[config.mk]
export PLATFORM = sky130hd
export DESIGN_NAME = out_port_uart_tx_flat
export DESIGN_NICKNAME = d
export VERILOG_FILES = /design/src/rtl/out_port_uart_tx_if.sv /design/src/rtl/out_port_uart_tx.sv /design/src/flat_wrapper.sv
export SDC_FILE = /design/constraint.sdc
export NUM_CORES = 1
export LEC_CHECK = 0
export ABC_CLOCK_PERIOD_IN_PS = 3200
export CORE_MARGIN = 2
export CORE_UTILIZATION = 30
export CTS_CLUSTER_DIAMETER = 120
export DETAILED_ROUTE_END_ITERATION = 8
export HOLD_SLACK_MARGIN = 0.08
export PLACE_DENSITY_LB_ADDON = 0.08
export SYNTH_ARGS = -nofsm -noshare
export SYNTH_HDL_FRONTEND = slang
export SYNTH_SLANG_ARGS = --single-unit
[constraint.sdc]
create_clock -name clk -period 3.2 [get_ports clk]
set_clock_uncertainty 0.2 [all_clocks]
set_input_delay 0.32 -clock clk [delete_from_list [all_inputs] [get_ports clk]]
set_output_delay 0.32 -clock clk [all_outputs]
set_load 0.1 [all_outputs]
[src/rtl/out_port_uart_tx_if.sv]
// Interface bundling the RO write strobe/data, overflow clear and the UART status outputs.
interface out_port_uart_tx_if;
    logic       o_wen;
    logic [3:0] o_data;
    logic       ovf_clr;
    logic       tx;
    logic       busy;
    logic       fifo_full;
    logic       fifo_empty;
    logic       overflow;

    modport master (
        output o_wen, o_data, ovf_clr,
        input  tx, busy, fifo_full, fifo_empty, overflow
    );

    modport slave (
        input  o_wen, o_data, ovf_clr,
        output tx, busy, fifo_full, fifo_empty, overflow
    );
endinterface

[src/rtl/out_port_uart_tx.sv]
// RO nibble -> ASCII hex -> FIFO -> UART TX (8N1, or 8E1 when OUT_UART_PARITY_EN is defined).
// Overflowing pushes are dropped and flagged in a sticky overflow bit.
module out_port_uart_tx #(
    parameter int DEPTH        = 8,
    parameter int CLKS_PER_BIT = 868
) (
    input  logic               clk,
    input  logic               reset,
    out_port_uart_tx_if.slave  bus
);

    localparam int AW = $clog2(DEPTH);
    localparam int CW = AW + 1;
    localparam int BW = $clog2(CLKS_PER_BIT);
    localparam logic [CW-1:0] DEPTH_C   = CW'(DEPTH);
    localparam logic [BW-1:0] BAUD_LAST = BW'(CLKS_PER_BIT - 1);

`ifdef OUT_UART_PARITY_EN
    typedef enum logic [2:0] {IDLE, START, DATA, PARITY, STOP} state_t;
`else
    typedef enum logic [1:0] {IDLE, START, DATA, STOP} state_t;
`endif

    function automatic logic [7:0] hex_ascii(input logic [3:0] nib);
        if (nib < 4'd10) begin
            return 8'h30 + {4'h0, nib};
        end else begin
            return 8'h37 + {4'h0, nib};
        end
    endfunction

    function automatic logic even_parity(input logic [7:0] v);
        return ^v;
    endfunction

    logic [7:0]    mem_q [DEPTH];
    logic [AW-1:0] wr_ptr_q, wr_ptr_d, rd_ptr_q, rd_ptr_d;
    logic [CW-1:0] count_q, count_d;
    logic          ovf_q, ovf_d;
    logic          full_q, full_d, empty_q, empty_d;
    state_t        state_q, state_d;
    logic [BW-1:0] baud_q, baud_d;
    logic [2:0]    bit_q, bit_d;
    logic [7:0]    shift_q, shift_d;
    logic          tx_q, tx_d, busy_q, busy_d;
    logic [7:0]    char_s;
    logic          push_s, pop_s, drop_s, baud_end_s;
`ifdef OUT_UART_PARITY_EN
    logic          par_q, par_d;
`endif

    // FIFO bookkeeping: push/pop decisions, pointers, count, status flags
    always_comb begin
        char_s   = hex_ascii(bus.o_data);
        pop_s    = (state_q == IDLE) && (count_q != {CW{1'b0}});
        push_s   = bus.o_wen && ((count_q < DEPTH_C) || pop_s);
        drop_s   = bus.o_wen && !push_s;
        wr_ptr_d = wr_ptr_q;
        rd_ptr_d = rd_ptr_q;
        count_d  = count_q;
        if (push_s) begin
            wr_ptr_d = wr_ptr_q + {{(AW-1){1'b0}}, 1'b1};
        end else begin
            wr_ptr_d = wr_ptr_q;
        end
        if (pop_s) begin
            rd_ptr_d = rd_ptr_q + {{(AW-1){1'b0}}, 1'b1};
        end else begin
            rd_ptr_d = rd_ptr_q;
        end
        if (push_s && !pop_s) begin
            count_d = count_q + {{(CW-1){1'b0}}, 1'b1};
        end else if (pop_s && !push_s) begin
            count_d = count_q - {{(CW-1){1'b0}}, 1'b1};
        end else begin
            count_d = count_q;
        end
        // A drop in the same cycle as a clear keeps the flag set
        if (drop_s) begin
            ovf_d = 1'b1;
        end else if (bus.ovf_clr) begin
            ovf_d = 1'b0;
        end else begin
            ovf_d = ovf_q;
        end
        full_d  = (count_d == DEPTH_C);
        empty_d = (count_d == {CW{1'b0}});
    end

    // TX FSM next state, baud/bit counters, and the value tx will hold next cycle
    always_comb begin
        state_d    = state_q;
        baud_d     = baud_q;
        bit_d      = bit_q;
        shift_d    = shift_q;
`ifdef OUT_UART_PARITY_EN
        par_d      = par_q;
`endif
        baud_end_s = (baud_q == BAUD_LAST);
        case (state_q)
            IDLE: begin
                if (pop_s) begin
                    state_d = START;
                    baud_d  = {BW{1'b0}};
                    shift_d = mem_q[rd_ptr_q];
`ifdef OUT_UART_PARITY_EN
                    par_d   = even_parity(mem_q[rd_ptr_q]);
`endif
                end else begin
                    state_d = IDLE;
                end
            end
            START: begin
                if (baud_end_s) begin
                    state_d = DATA;
                    baud_d  = {BW{1'b0}};
                    bit_d   = 3'd0;
                end else begin
                    baud_d  = baud_q + {{(BW-1){1'b0}}, 1'b1};
                end
            end
            DATA: begin
                if (baud_end_s) begin
                    baud_d = {BW{1'b0}};
                    if (bit_q == 3'd7) begin
`ifdef OUT_UART_PARITY_EN
                        state_d = PARITY;
`else
                        state_d = STOP;
`endif
                    end else begin
                        bit_d   = bit_q + 3'd1;
                        shift_d = {1'b0, shift_q[7:1]};
                    end
                end else begin
                    baud_d = baud_q + {{(BW-1){1'b0}}, 1'b1};
                end
            end
`ifdef OUT_UART_PARITY_EN
            PARITY: begin
                if (baud_end_s) begin
                    state_d = STOP;
                    baud_d  = {BW{1'b0}};
                end else begin
                    baud_d  = baud_q + {{(BW-1){1'b0}}, 1'b1};
                end
            end
`endif
            STOP: begin
                if (baud_end_s) begin
                    state_d = IDLE;
                    baud_d  = {BW{1'b0}};
                end else begin
                    baud_d  = baud_q + {{(BW-1){1'b0}}, 1'b1};
                end
            end
            default: begin
                state_d = IDLE;
                baud_d  = {BW{1'b0}};
            end
        endcase

        // tx is registered from the next state so the line changes with the state flop
        case (state_d)
            IDLE:    tx_d = 1'b1;
            START:   tx_d = 1'b0;
            DATA:    tx_d = shift_d[0];
`ifdef OUT_UART_PARITY_EN
            PARITY:  tx_d = par_d;
`endif
            STOP:    tx_d = 1'b1;
            default: tx_d = 1'b1;
        endcase
        busy_d = (state_d != IDLE);
    end

    // Control and output registers
    always_ff @(posedge clk or posedge reset) begin
        if (reset) begin
            wr_ptr_q <= {AW{1'b0}};
            rd_ptr_q <= {AW{1'b0}};
            count_q  <= {CW{1'b0}};
            ovf_q    <= 1'b0;
            full_q   <= 1'b0;
            empty_q  <= 1'b1;
            state_q  <= IDLE;
            baud_q   <= {BW{1'b0}};
            bit_q    <= 3'd0;
            shift_q  <= 8'h00;
            tx_q     <= 1'b1;
            busy_q   <= 1'b0;
`ifdef OUT_UART_PARITY_EN
            par_q    <= 1'b0;
`endif
        end else begin
            wr_ptr_q <= wr_ptr_d;
            rd_ptr_q <= rd_ptr_d;
            count_q  <= count_d;
            ovf_q    <= ovf_d;
            full_q   <= full_d;
            empty_q  <= empty_d;
            state_q  <= state_d;
            baud_q   <= baud_d;
            bit_q    <= bit_d;
            shift_q  <= shift_d;
            tx_q     <= tx_d;
            busy_q   <= busy_d;
`ifdef OUT_UART_PARITY_EN
            par_q    <= par_d;
`endif
        end
    end

    // Character storage; stale entries are unreachable once the pointers reset
    always_ff @(posedge clk) begin
        if (push_s) begin
            mem_q[wr_ptr_q] <= char_s;
        end
    end

    assign bus.tx         = tx_q;
    assign bus.busy       = busy_q;
    assign bus.fifo_full  = full_q;
    assign bus.fifo_empty = empty_q;
    assign bus.overflow   = ovf_q;

endmodule

[src/flat_wrapper.sv]
// flat-port wrapper written by rule: the top's interface ports become plain ports
module out_port_uart_tx_flat 
#(
    parameter int DEPTH        = 8,
    parameter int CLKS_PER_BIT = 868
)
  (clk, reset, bus_o_wen, bus_o_data, bus_ovf_clr, bus_tx, bus_busy, bus_fifo_full, bus_fifo_empty, bus_overflow);
  out_port_uart_tx_if bus_i ();
  input  logic clk;
  input  logic reset;
  input wire logic [$bits(bus_i.o_wen)-1:0] bus_o_wen;
  input wire logic [$bits(bus_i.o_data)-1:0] bus_o_data;
  input wire logic [$bits(bus_i.ovf_clr)-1:0] bus_ovf_clr;
  output wire logic [$bits(bus_i.tx)-1:0] bus_tx;
  output wire logic [$bits(bus_i.busy)-1:0] bus_busy;
  output wire logic [$bits(bus_i.fifo_full)-1:0] bus_fifo_full;
  output wire logic [$bits(bus_i.fifo_empty)-1:0] bus_fifo_empty;
  output wire logic [$bits(bus_i.overflow)-1:0] bus_overflow;
  assign bus_i.o_wen = bus_o_wen;
  assign bus_i.o_data = bus_o_data;
  assign bus_i.ovf_clr = bus_ovf_clr;
  assign bus_tx = bus_i.tx;
  assign bus_busy = bus_i.busy;
  assign bus_fifo_full = bus_i.fifo_full;
  assign bus_fifo_empty = bus_i.fifo_empty;
  assign bus_overflow = bus_i.overflow;
  out_port_uart_tx #(.DEPTH(DEPTH), .CLKS_PER_BIT(CLKS_PER_BIT)) u_core (.clk(clk), .reset(reset), .bus(bus_i));
endmodule
==> metrics.md, run 1 <==
| Metric | Value |
|---|---|
| Most Crowded Layer GR | met2 |
| M3 GR Usage | 0.02742 |
| WP data arrival | 2.69 ns |
| Final cell count without fillers | ~520 |
| Final hold slack | 0.1949 ns |
| Vias | ~2500 |
| Die height | about 120 um |
| CTS Buf Count | 9 |
| Fill cell count | roughly 1400 |
| Routed Antenna Nets | 0 |
| Peak VDD IR | roughly 0.22 mV |
| Tightest Hold Check Type | primary input to asynchronous set/reset pin |
| Post-Syn Area | around 4200 um^2 |
| Crit share post-route | 0.8168 |
| Core box area | between 10000 and 15000 um^2 |
| EDFF count, synth | 56 |
| Worst path slowest cell | or4b_4 |
| Yosys top cell by area | edfxtp_1 |
| Seq cells post-synth | 93 |
| Distinct cells, synth | between 50 and 60 |
| CTS tree | done |
| Tmin final | 2.614 ns |
| Critical Path RT | roughly 3.3 ns |
| Initial Util | 0.3056 |
| Clock latency at the later pin of the worst-skew pair | between 0.3 and 0.4 ns |
| Yosys warns | 0 |
| Relative slew margins | 0.4663 |
| Final Slew Violations | 0 |
| Final net count | between 300 and 400 |
| WS Path Type | flop to flop |
| Largest net degree at the start of global routing | 38 |
| Setup TNS Final | 0 ns |
| Critical Path, Cell by Cell | ha_1, or4b_4, nor3_4, nand2_1, xnor2_1, inv_1, ha_1, o221ai_1, a21oi_1 |
| Syn_area_per_cell | ~14 um^2 |
| Die ar. | 15050 um^2 |
| Top FF cell, synth | edfxtp_1 |
| Power per cell area | around 620 nW/um^2 |
| Most frequent cells in the layout | edfxtp_1, dfrtp_1, nand2_1 |
| Sequential-to-total area share from yosys stat | 0.6177 |
| Clock input transition at the sequential cells of the worst setup and hold paths | 0.07 ns |
| Proportion of layout cells with a drive suffix above 1 | 0.1848 |
| Final setup fails | 0 |
| Max Cap Viol | 0 |
| P&R area growth vs syn | 16.14% |
| DR pass1 iterations | 4 |
| Status | finished, final reports clean |
| Post-DR vias/cell | slightly below 5 |
| First-pass GRT wire length | 14330 um |
| Fmax | ~0.38 GHz |
| Std-Cell Rows | 43 |
| HPWL after DPL | between 6000 and 7000 um |
| RSZ-0062 raised after global routing | false |
| CTS sink cnt | 93 |
| Clock tree buffer depth | 2 |
| Final WL | between 8000 and 9000 um |
| Die width | around 120 um |
| GRT Overall Usage | 0.1301 |
| CP max FO | 7 |
| Synth Instances | slightly above 300 |
| GRT overflow | 0 |
| Initial antenna violation count | 0 |
| Placed insts | ~500 |
| Total power | roughly 3000 uW |
| Initial DRC count | approximately 110 |
| Crit path launch type | flop |
| Port bufs | 12 |
| Clk root buf | clkbuf_16 |
| Routed wire per std cell | 17.02 um |
| Vias in the first global route | approximately 2600 |
| GR met2 Demand/Resource | 0.2093 |
| Leakage | about 0.0017 uW |
| Crit end category | flop |
| Placer Congestion | 0.7223 |
| # DRC | 0 |
| Measured slew at the worst slew-check pin | between 0.7 and 0.8 ns |
| Number of buffers added for setup after CTS | 0 |
| Diode count | 0 |
| Critical Path Max Stage Delay | between 0.5 and 0.6 ns |
| Num ports | 13 |
| Commonest non-fill, non-tap cell in the layout | edfxtp_1 |
| Mapped Nets | 330 |
| Resized cells post-CTS | 0 |
| Met1 Use GR | 0.1688 |
| Max H-tree Level | 3 |
| Area contributors post-synth | edfxtp_1, dfrtp_1, mux4_2, ha_1, nand2_1 |
| Async set-or-reset flop fraction in the synthesized netlist | 0.3978 |
| Post-synth top area share | 0.3980 |
| Most numerous cell on the critical path | ha_1 |
| CTS Hold Buffers Added | 0 |
| Hold Violations, Final | 0 |
-- registers in the layout, summed over array words and instances, names as in the netlist --
| register | cells |
|---|---|
| u_core.wr_ptr_q | 3 |
| u_core.bus.fifo_full | 1 |
| u_core.bus.fifo_empty | 1 |
| u_core.state_q | 2 |
| u_core.bit_q | 3 |
| u_core.count_q | 4 |
| u_core.mem_q | 56 |
| u_core.bus.busy | 1 |
| u_core.shift_q | 7 |
| u_core.bus.tx | 1 |
| u_core.baud_q | 10 |
| u_core.rd_ptr_q | 3 |
| u_core.bus.overflow | 1 |
-- area by class of cell --
| cell class | instances | area, um^2 | area share |
|---|---|---|---|
| Clock buffer | 9 | 225.2 | 0.04589 |
| Clock inverter | 7 | 75.07 | 0.01530 |
| Inverter | 14 | 52.55 | 0.01071 |
| Multi-Input combinational cell | 191 | 1499 | 0.3055 |
| Sequential cell | 93 | 2610 | 0.5319 |
| Tap cell | 180 | 225.2 | 0.04589 |
| Timing Repair Buffer | 27 | 220.2 | 0.04487 |
-- metal layers --
metal	part of all wire	up-vias
met1	0.48	1268
met2	0.48	23
met3	0.024	10
met5	0	-
li1	-	1225
met4	0.017	0
-- worst max-delay path: cells and delay by family (launching register included) --
family                   cells  cell delay (ns)
XOR/XNOR                     1             0.19
buffers and inverters        1             0.09
flip-flops                   1             0.40
AO/OA/AOI/OAI                2             0.31
AND/OR/NAND/NOR              3             0.98
adder cells (fa/ha/maj)      2             0.38
-- per-stage QoR --
step / setup WS, ns / util / instance area, um^2
after global routing: 0.3812 / 0.3549 / 4907
after floorplan: 0.7209 / - / 4225
after detailed placement: 0.5860 / 0.3332 / 4607
after global placement: 0.6831 / 0.3332 / 4607
after CTS: 0.5593 / 0.3549 / 4907
final: 0.5863 / 0.3549 / 4907
-- logic make-up after synthesis --
kind of cell	Yosys count	share of synthesized area
simple gates	93	0.1173
flops	93	0.6177
compound gates	56	0.09476
buf+inv	27	0.02753
mux	23	0.09357
fa+ha+maj	11	0.03257
xor+xnor	8	0.01658
-- where the power goes --
part,internal (uW),leakage [uW],switching (uW),total [uW]
clock,608,0.000140,465,1070
combinational,214,0.000654,229,443
sequential,1380,0.000956,153,1530
total,2200,0.00175,846,3040
-- final timing paths --
path	end	slack, ns	depth (start not counted)	start
setup / recovery	u_core.bus.tx	0.59	9	u_core.baud_q[0]
min in group clk	u_core.shift_q[6]	0.29	1	u_core.shift_q[6]
hold / removal	u_core.baud_q[3]	0.19	3	reset
setup reg to reg	u_core.bus.tx	0.59	9	u_core.baud_q[0]
max in group asynchronous	u_core.bus.fifo_empty	2.24	3	reset
hold reg to reg	u_core.shift_q[6]	0.29	1	u_core.shift_q[6]
-- cell usage after synthesis (all sizes together) (3+ instances only) --
| library cell | count |
|---|---|
| edfxtp | 56 |
| dfrtp | 35 |
| nand2 | 26 |
| nor2 | 23 |
| o21ai | 23 |
| inv | 14 |
| mux4 | 13 |
| ha | 11 |
| nand3 | 9 |
| buf | 8 |
| mux2i | 8 |
| xnor2 | 8 |
| nor3 | 6 |
| a221o | 5 |
| and3 | 5 |
| clkbuf | 5 |
| nor2b | 5 |
| a31oi | 4 |
| nand2b | 4 |
| nor3b | 4 |
| o31ai | 4 |
| o41ai | 3 |
Power figures use the tool's default switching activity.
==> run 2, diff against run 1 <==
--- a/config.mk
+++ b/config.mk
@@ -5,7 +5,7 @@
 export SDC_FILE = /design/constraint.sdc
 export NUM_CORES = 1
 export LEC_CHECK = 0
-export ABC_CLOCK_PERIOD_IN_PS = 3200
+export ABC_CLOCK_PERIOD_IN_PS = 2300
 export CORE_MARGIN = 2
 export CORE_UTILIZATION = 30
 export CTS_CLUSTER_DIAMETER = 120
==> constraint.sdc (replaced) <==
create_clock -name clk -period 2.3 [get_ports clk]
set_clock_uncertainty 0.2 [all_clocks]
set_input_delay 0.23 -clock clk [delete_from_list [all_inputs] [get_ports clk]]
set_output_delay 0.23 -clock clk [all_outputs]
set_load 0.1 [all_outputs]
==> run 2 against run 1 <==
  * Via count rose by 6.5%
  * Register-to-register slack worse by 0.55 ns
  * Final area increased by 7.0%
  * Hold slack gained 0.091 ns
  * Sequential share of layout area decreased by 3.5 points
  * Clock-buffer cell count rose by 1
  * Non-clock buffer count increased by 36
  * Maximum frequency grew 15%
  * Worst setup slack worse by 0.55 ns
  * Sequential cell count stayed put
  * Largest power group unchanged
  * Highest routed layer unchanged
==> metrics.md, run 2 (synthesis gave the netlist of run 1 again) <==
| Metric | Value |
|---|---|
| First-pass GRT wire length | around 15000 um |
| Crit path launch type | flop |
| CP max FO | 3 |
| Placer Congestion | roughly 0.8 |
| Total power | 4378 uW |
| Crit end category | flop |
| Status | finished, final reports clean |
| Clock tree buffer depth | 2 |
| Routed wire per std cell | 16.26 um |
| Critical Path RT | around 2.4 ns |
| CTS sink cnt | between 90 and 100 |
| Diode count | 0 |
| Placed insts | between 500 and 600 |
| Peak VDD IR | around 0.65 mV |
| GRT Overall Usage | 0.1354 |
| Die height | 122.7 um |
| HPWL after DPL | 6496 um |
| Pre-CTS setup slack | about 0.054 ns |
| Final WL | 9055 um |
| Fmax | about 0.44 GHz |
| RR Startpoint | u_core.baud_q[1] |
| P&R area growth vs syn | 24.28% |
| WP data arrival | 2.35 ns |
| Tmin final | roughly 2.3 ns |
| Final worst slack | around 0.033 ns |
| DR pass1 iterations | 4 |
| Power per cell area | about 830 nW/um^2 |
| Min-delay src | bus_ovf_clr |
| Final net count | 391 |
| Most frequent cells in the layout | edfxtp_1, buf_4, dfrtp_1 |
| CTS Buf Count | 9 |
| GRT overflow | 0 |
| Leakage | slightly below 0.002 uW |
| Crit share post-route | 0.9856 |
| WS Path Type | flop to flop |
| Crit path from | u_core.baud_q[1] |
| Relative slew margins | 0.4606 |
| # DRC | 0 |
| Top reg by flops | u_core.mem_q |
| Largest register FFs | 56 |
| Die ar. | between 15000 and 20000 um^2 |
| Clock latency at the later pin of the worst-skew pair | 0.35 ns |
| Core box area | 13830 um^2 |
| Hold Violations, Final | 0 |
| Die width | roughly 120 um |
| Initial Util | 0.3056 |
| Largest net degree at the start of global routing | 27 |
| Routed Antenna Nets | 0 |
| Clk root buf | clkbuf_16 |
| CTS tree | done |
| Std-Cell Rows | between 40 and 50 |
| Post-DR vias/cell | approximately 4.8 |
| Max H-tree Level | 3 |
| Port bufs | 12 |
| Max Cap Viol | 0 |
| Regs by FF count | u_core.mem_q: 56 flops, u_core.baud_q: 10 flops, u_core.shift_q: 7 flops |
| RSZ-0062 raised after global routing | true |
| Final Slew Violations | 0 |
| Vias in the first global route | around 2700 |
| Final setup fails | 0 |
| Proportion of layout cells with a drive suffix above 1 | 0.2759 |
| Initial DRC count | ~110 |
| Measured slew at the worst slew-check pin | ~0.80 ns |
| Num ports | 13 |
| Initial antenna violation count | 0 |
| Fill cell count | between 1000 and 1500 |
| Final cell count without fillers | ~560 |
| Commonest non-fill, non-tap cell in the layout | edfxtp_1 |
| Vias | around 2700 |
| Tightest Hold Check Type | primary input to flop |
| Clock input transition at the sequential cells of the worst setup and hold paths | approximately 0.07 ns |
## run 2: changes by cell type in the layout (fill, tap and decap cells not counted), sizes merged
| cell | previous run | this run |
|---|---|---|
| buf | 20 | 55 |
| dlygate4sd3 | 0 | 1 |
| clkbuf | 9 | 10 |
| clkinvlp | 2 | 1 |
| clkinv | 3 | 2 |
| inv | 15 | 16 |
## run 2: per-stage QoR
step | hold slack, ns | utilization | instance area [um^2] | setup TNS [ns]
after floorplan | 0.1290 | - | 4240 | 0
after global placement | 0.2749 | 0.3554 | 4915 | 0
after detailed placement | 0.2740 | 0.3554 | 4915 | 0
after CTS | 0.2649 | 0.3777 | 5223 | 0
after global routing | 0.2886 | 0.3798 | 5251 | -0.5265
final | 0.2863 | 0.3798 | 5251 | 0
## run 2: cell type report
| type | instances | area (um^2) | area share |
|---|---|---|---|
| Clock buffer | 10 | 229.0 | 0.04360 |
| Clock inverter | 6 | 68.82 | 0.01310 |
| Inverter | 14 | 52.55 | 0.01001 |
| Multi-Input combinational cell | 191 | 1530 | 0.2914 |
| Sequential cell | 93 | 2611 | 0.4973 |
| Tap cell | 180 | 225.2 | 0.04289 |
| Timing Repair Buffer | 63 | 534.3 | 0.1017 |
## run 2: repair_timing
item | in CTS | in global routing
setup buffers | 0 | 1
gates resized for setup | 0 | 6
endpoints found under the setup margin | 0 | 5
endpoints found under the hold margin | 10 | 0
hold buffers | 1 | 0
## run 2: metal layers
layer	vias up	GRT usage	wire length, um
met2	37	0.2196	4511
met1	1343	0.1706	4092
met4	0	0.04670	159
met3	13	0.04275	291
met5	-	0	0
li1	1298	-	-
## run 2: worst paths after layout
kind	depth (start not counted)	slack [ns]	endpoint
worst max register to register	9	0.03	u_core.bus.tx
min in group asynchronous	3	0.58	u_core.count_q[0]
worst max-delay path	9	0.03	u_core.bus.tx
max in group asynchronous	4	0.72	u_core.bus.tx
worst min-delay path	2	0.29	u_core.bus.overflow
worst min register to register	1	0.30	u_core.baud_q[9]
## run 2: where the power goes
part | total (uW) | leakage [uW] | switching, uW | internal (uW)
sequential | 2060 | 0.000956 | 146 | 1910
combinational | 825 | 0.000858 | 419 | 406
clock | 1490 | 0.000143 | 643 | 850
## run 2: worst max-delay path, cell delays in order, from the launching register on
cell and delay [ns]:
dfrtp_1 0.35, ha_1 0.16, or4b_4 0.51, nor3_4 0.24, nand2_2 0.11, xnor2_2 0.17, inv_2 0.08, ha_1 0.13
o221ai_1 0.12, a21oi_2 0.15
==> run 3, diff against run 2 <==
--- a/config.mk
+++ b/config.mk
@@ -7,9 +7,10 @@
 export LEC_CHECK = 0
 export ABC_CLOCK_PERIOD_IN_PS = 2300
 export CORE_MARGIN = 2
-export CORE_UTILIZATION = 30
+export CORE_UTILIZATION = 35
 export CTS_CLUSTER_DIAMETER = 120
 export DETAILED_ROUTE_END_ITERATION = 8
+export DONT_BUFFER_PORTS = 1
 export HOLD_SLACK_MARGIN = 0.08
 export PLACE_DENSITY_LB_ADDON = 0.08
 export SYNTH_ARGS = -nofsm -noshare
==> run 3 against run 2 <==
  * Final cell count is 8.6% lower
  * Die area fell by 14%
  * Register-to-register slack got worse by 0.03 ns
  * Global-route usage rose by 1.6 points
  * Non-clock buffer count down 15
  * Sequential cell count stayed put
  * Maximum frequency is 1.1% lower
  * Sequential share of layout area increased by 1.3 points
  * Clock power grew 10%
==> metrics.md, run 3 (synthesis gave the netlist of run 1 again) <==
| Metric | Value |
|---|---|
| Status | finished, final reports clean |
| Power per cell area | 876.5 nW/um^2 |
| HPWL after DPL | about 6200 um |
| WHS Endpoint | u_core.count_q[2] |
| Area taken by multi-input logic gates | 1535 um^2 |
| Reg2reg end | u_core.bus.tx |
| Initial antenna violation count | 0 |
| Max Cap Viol | 0 |
| Die width | between 100 and 150 um |
| CTS Buf Count | 9 |
| Critical Path Max Stage Delay | just under 0.5 ns |
| RR Startpoint | u_core.baud_q[1] |
| R2r worst-path depth | 9 |
| Min-delay src | bus_o_wen |
| Clock latency at the later pin of the worst-skew pair | approximately 0.35 ns |
| Final worst slack | 0.007929 ns |
| Final Slew Violations | 0 |
| Relative slew margins | 0.3726 |
| Initial DRC count | 194 |
| Diode count | 0 |
| Routed Antenna Nets | 0 |
| Hold-critical path depth | 3 |
| Placer Congestion | approximately 0.74 |
| Peak VDD IR | between 0.4 and 0.5 mV |
| Vias | 2616 |
| Hold Violations, Final | 0 |
| Worst path slowest cell | or4b_4 |
| Post-DR vias/cell | roughly 5.1 |
| Max H-tree Level | 3 |
| CP max FO | 4 |
| Final setup fails | 0 |
| Post-Place Cell Area | roughly 4700 um^2 |
| Crit share post-route | 0.9966 |
| Setup TNS Final | 0 ns |
| R2R setup slack | around 0.008 ns |
| DR pass1 iterations | 4 |
| Tmin final | about 2.3 ns |
| Critical Path RT | roughly 2.4 ns |
| Std-Cell Rows | 40 |
| Most frequent cells in the layout | edfxtp_1, buf_4, dfrtp_1 |
| Reg area | 2610 um^2 |
| Pre-CTS setup slack | roughly 0.016 ns |
| Crit path launch type | flop |
| Fill cell count | about 1100 |
| First-pass GRT wire length | 14630 um |
| Tightest Hold Check Type | primary input to flop |
| Num ports | 13 |
| # DRC | 0 |
| Commonest non-fill, non-tap cell in the layout | edfxtp_1 |
| CTS tree | done |
| Crit end category | flop |
| Initial Util | 0.3547 |
| Post-route cell area | 5117 um^2 |
| Largest net degree at the start of global routing | 24 |
| WS Path Type | flop to flop |
| P&R area growth vs syn | 21.11% |
| WP data arrival | between 2 and 2.5 ns |
| Critical Path, Cell by Cell | ha_2, or4b_4, nor3_4, nand2_2, xnor2_2, inv_1, ha_1, o221ai_2, a21oi_2 |
| Top reg by flops | u_core.mem_q |
| Die ar. | between 10000 and 15000 um^2 |
| Fmax | ~0.44 GHz |
| Measured slew at the worst slew-check pin | 0.9312 ns |
| Proportion of layout cells with a drive suffix above 1 | 0.2624 |
| GRT Overall Usage | 0.1509 |
| Clock tree buffer depth | 2 |
| Crit path from | u_core.baud_q[1] |
| RSZ-0062 raised after global routing | true |
| Clk root buf | clkbuf_16 |
| Core box area | between 10000 and 15000 um^2 |
| Die height | around 110 um |
| Final net count | 376 |
| Vias in the first global route | 2680 |
| Leakage | around 0.0019 uW |
| Largest register FFs | 56 |
| CTS sink cnt | slightly above 90 |
| Regs by FF count | u_core.mem_q: 56 flops, u_core.baud_q: 10 flops, u_core.shift_q: 7 flops |
| Port bufs | 0 |
| Final WL | approximately 8900 um |
| Clock input transition at the sequential cells of the worst setup and hold paths | ~0.070 ns |
| Routed wire per std cell | between 15 and 20 um |
| GRT overflow | 0 |
==> run 3: cell type report <==
cell class              instances  area share
well taps                     147     0.03594
clock inverters                 7     0.02005
repair buffers                 48     0.07971
flip-flops and latches         93      0.5100
inverters                      14     0.01027
multi-input cells             191      0.3000
clock buffers                   9     0.04401
==> run 3: power breakdown <==
part,switching [uW],internal [uW]
Sequential,163,1910
Combinational,386,383
Clock,670,968
==> run 3: worst max path at each step <==
| stage | cells after the start | slack [ns] | to |
|---|---|---|---|
| 6_report | 9 | 0.008 | u_core.bus.tx |
| 3_3_place_gp | 9 | 0.06 | u_core.bus.tx |
| 2_1_floorplan | 8 | 0.01 | u_core.bus.tx |
| 4_1_cts | 9 | -0.002 | u_core.bus.tx |
| 3_5_place_dp | 9 | 0.02 | u_core.bus.tx |
| 5_1_grt | 8 | -0.09 | u_core.bus.tx |
==> run 3: per-layer routing <==
| metal | vias up | global-route usage | wire length [um] |
|---|---|---|---|
| met5 | - | 0 | 0 |
| met4 | 0 | 0.07073 | 180 |
| met3 | 11 | 0.02444 | 242 |
| met2 | 33 | 0.2339 | 4080 |
| met1 | 1301 | 0.2090 | 4365 |
| li1 | 1271 | - | - |
==> run 3: stage by stage <==
step	util	std cells	total power (uW)	hold slack, ns
after floorplan	-	311	2612	0.1290
after global placement	0.3944	485	2847	0.06214
after detailed placement	0.3944	485	2857	0.07762
after CTS	0.4253	505	4529	0.08934
after global routing	0.4296	509	4718	0.1384
final	0.4296	509	4485	0.1047
==> run 3: repair_timing <==
| action | 4_1_cts | 5_1_grt |
|---|---|---|
| setup buffers | 0 | 4 |
| endpoints found under the hold margin | 22 | 0 |
| pin swaps | 0 | 9 |
| gates cloned | 0 | 0 |
| resized for setup | 0 | 7 |
| setup endpoints to repair | 1 | 2 |
| hold buffers | 4 | 0 |
==> run 3: critical path, delay by kind of cell, from the launching register on <==
| family | cells | cell delay (ns) |
|---|---|---|
| buffers and inverters | 1 | 0.09 |
| DFF | 1 | 0.35 |
| AOI/OAI and AO/OA | 2 | 0.13 |
| xor gates and xnor gates | 1 | 0.22 |
| and+or+nand+nor | 3 | 0.86 |
| adders and majority gates | 2 | 0.37 |
==> RTL edit: new RTL, flow settings as in run 3 <==
The option `OUT_UART_PARITY_EN` is turned on by a define.
--- a/src/rtl/out_port_uart_tx.sv
+++ b/src/rtl/out_port_uart_tx.sv
@@ -1,4 +1,6 @@
 // RO nibble -> ASCII hex -> FIFO -> UART TX (8N1, or 8E1 when OUT_UART_PARITY_EN is defined).
 // Overflowing pushes are dropped and flagged in a sticky overflow bit.
+`define OUT_UART_PARITY_EN
+
 module out_port_uart_tx #(
     parameter int DEPTH        = 8,
Check against the original RTL: no difference found for any inputs over 10 cycles, from zero or initial values and one cycle with reset high; that may be too few to reach the edited logic, so the function may still have changed.
==> RTL edit against run 3 <==
The run now ends with setup timing left. Non-clock buffer count grew 5. Critical path depth decreased by 3. Area after synthesis increased by 2.4%. Routed wire length increased by 0.89%. First-iteration DRC count fell by 27%. Via count shrank 0.61%. Worst setup slack got worse by 0.019 ns. Fmax fell by 0.81%. Final area grew 4.0%. Sequential cell count up 2. Critical path type unchanged. Critical endpoint is now u_core.par_q$_DFF_PP0_. Highest routed layer unchanged.
Power is not compared: it rests on default switching activity, and its combinational part moved more than twofold at a synthesized area within 25%.
==> RTL edit: results (changes against run 3) <==
stage	metric	value	unit	change
global_route	vias in the first global route	2686		+0.22%
yosys	library cells used by synthesis	61		+11%
yosys	post-synthesis mux area share	0.108		+0.0146
placed_design	DP Area	4820	um^2	+2.7%
placed_design	cell total after placement	502		+3.5%
sta	Setup WS post-layout	-0.0108	ns	-0.0187 ns
yosys	Post-Synth XOR/XNOR Area	0.0445		+0.0280
sta	total negative slack	-0.0108	ns	-0.0108 ns
sta	Fin Hold WS	0.104	ns	-0.000209 ns
finish	layout cell share with drive strength beyond 1	0.292		+0.0292
global_route	first-pass GRT wire length	14600	um	-0.29%
setup_path	CP Max Fanout	7		+3
sta	# setup viols final	1		+1
global_route	All-Layer GR Usage	0.148		-0.00265
setup_path	worst path arrival time	2.39	ns	+0.02 ns
outcome	failing checks	setup timing		
drt	vias	2600		-0.61%
yosys	Post-Synthesis Cells	303		-2.6%
yosys	Compound-Gate Fraction of Synth Area	0.0764		-0.0184
yosys	area share of fa/ha/maj cells after synthesis	0.0231		-0.00943
yosys	top post-synthesis cells by area	edfxtp_1 39%, dfrtp_1 21%, mux4_2 4.7%		
setup_path	slowest CP cell	mux4_2		
yosys	Async SR Flop Fraction	0.411		+0.0127
setup_path	reg2reg path depth	6		-3
yosys	top cells by count, synth	56 x edfxtp_1, 37 x dfrtp_1, 25 x nand2_1		
setup_path	RR Endpoint	u_core.par_q$_DFF_PP0_		
worst_hold_path	Hold Path End	u_core.count_q[1]$_DFF_PP0_		
drt	mean number of vias per cell	4.92		-4.2%
placed_design	hpwl dp	5910	um	-4.8%
outcome	outcome	complete, but fails checks		
yosys	Syn Nets	319		-3.3%
finish	Final nets	371		-1.3%
global_route	pin count of the biggest net entering global routing	37		+54%
[RTL edit: changes by cell type in the layout (fill, tap and decap cells not counted), moves of 4 or more]
cell,delta
xor2_1,+7
mux2i_1,-7
a22o_1,+5
nor2b_1,-4
a22oi_2,+4
o21ai_0,-12
mux4_1,+4
nor2_1,-6
a221o_1,-5
[RTL edit: power by group through the flow]
stage	Combinational [W]	Clock, W	Sequential (W)
after floorplan	0.0000451	0	0.00187
after global placement	0.0000841	0	0.00186
after detailed placement	0.0000859	0	0.00186
after CTS	0.0000956	0.00160	0.00182
after global routing	0.000106	0.00169	0.00182
final	0.0000943	0.00156	0.00182
[RTL edit: how the worst max path moves through the flow]
stage,endpoint,from,cells after the start,slack [ns]
after floorplan,u_core.shift_q[1]$_DFFE_PP0P_,u_core.bit_q[0]$_DFFE_PP0P_,7,-0.007
after global placement,u_core.par_q$_DFF_PP0_,u_core.rd_ptr_q[0]$_DFFE_PP0P_,6,-0.03
after detailed placement,u_core.par_q$_DFF_PP0_,u_core.rd_ptr_q[0]$_DFFE_PP0P_,6,-0.04
after CTS,u_core.par_q$_DFF_PP0_,u_core.rd_ptr_q[0]$_DFFE_PP0P_,6,-0.02
after global routing,u_core.par_q$_DFF_PP0_,u_core.rd_ptr_q[0]$_DFFE_PP0P_,7,-0.13
final,u_core.par_q$_DFF_PP0_,u_core.rd_ptr_q[0]$_DFFE_PP0P_,6,-0.01
[RTL edit: final cells by class]
class	count	area [um^2]	share of cell area
inverters	11	41.3	0.00776
flip-flops and latches	95	2660	0.500
repair buffers	53	449	0.0844
multi-input cells	185	1650	0.310
well taps	168	210	0.0395
clock inverters	7	88.8	0.0167
clock buffers	9	225	0.0423
[RTL edit: worst max-delay path, delay by kind of cell, from the launching register on]
family                 cells  cell delay (ns)
flip-flops                 1             0.41
buffers and inverters      1             0.15
XOR/XNOR                   2             0.58
multiplexers               2             0.80
AO/OA/AOI/OAI              1             0.11
[RTL edit: repair_timing]
action / CTS / global route
resized for setup: 5 / 23
pin swaps: 1 / 3
buffers inserted: 2 / 2
setup endpoints to repair: 5 / 29
hold buffers: 6 / 0
endpoints found under the hold margin: 53 / 0
[RTL edit: per-stage QoR]
stage               utilization  setup WS [ns]
global route              0.441         -0.126
floorplan                     -       -0.00717
global placement          0.400        -0.0339
detailed placement        0.400        -0.0411
CTS                       0.433        -0.0236
finish                    0.441        -0.0108
[RTL edit: routing by layer]
metal | vias to the layer above | wire length (um) | part of all wire | GRT usage
met1 | 1300 | 3940 | 0.44 | 0.183
met5 | - | 0 | 0 | 0
li1 | 1257 | - | - | -
met2 | 36 | 4570 | 0.51 | 0.249
met3 | 7 | 308 | 0.034 | 0.0411
met4 | 0 | 126 | 0.014 | 0.0570
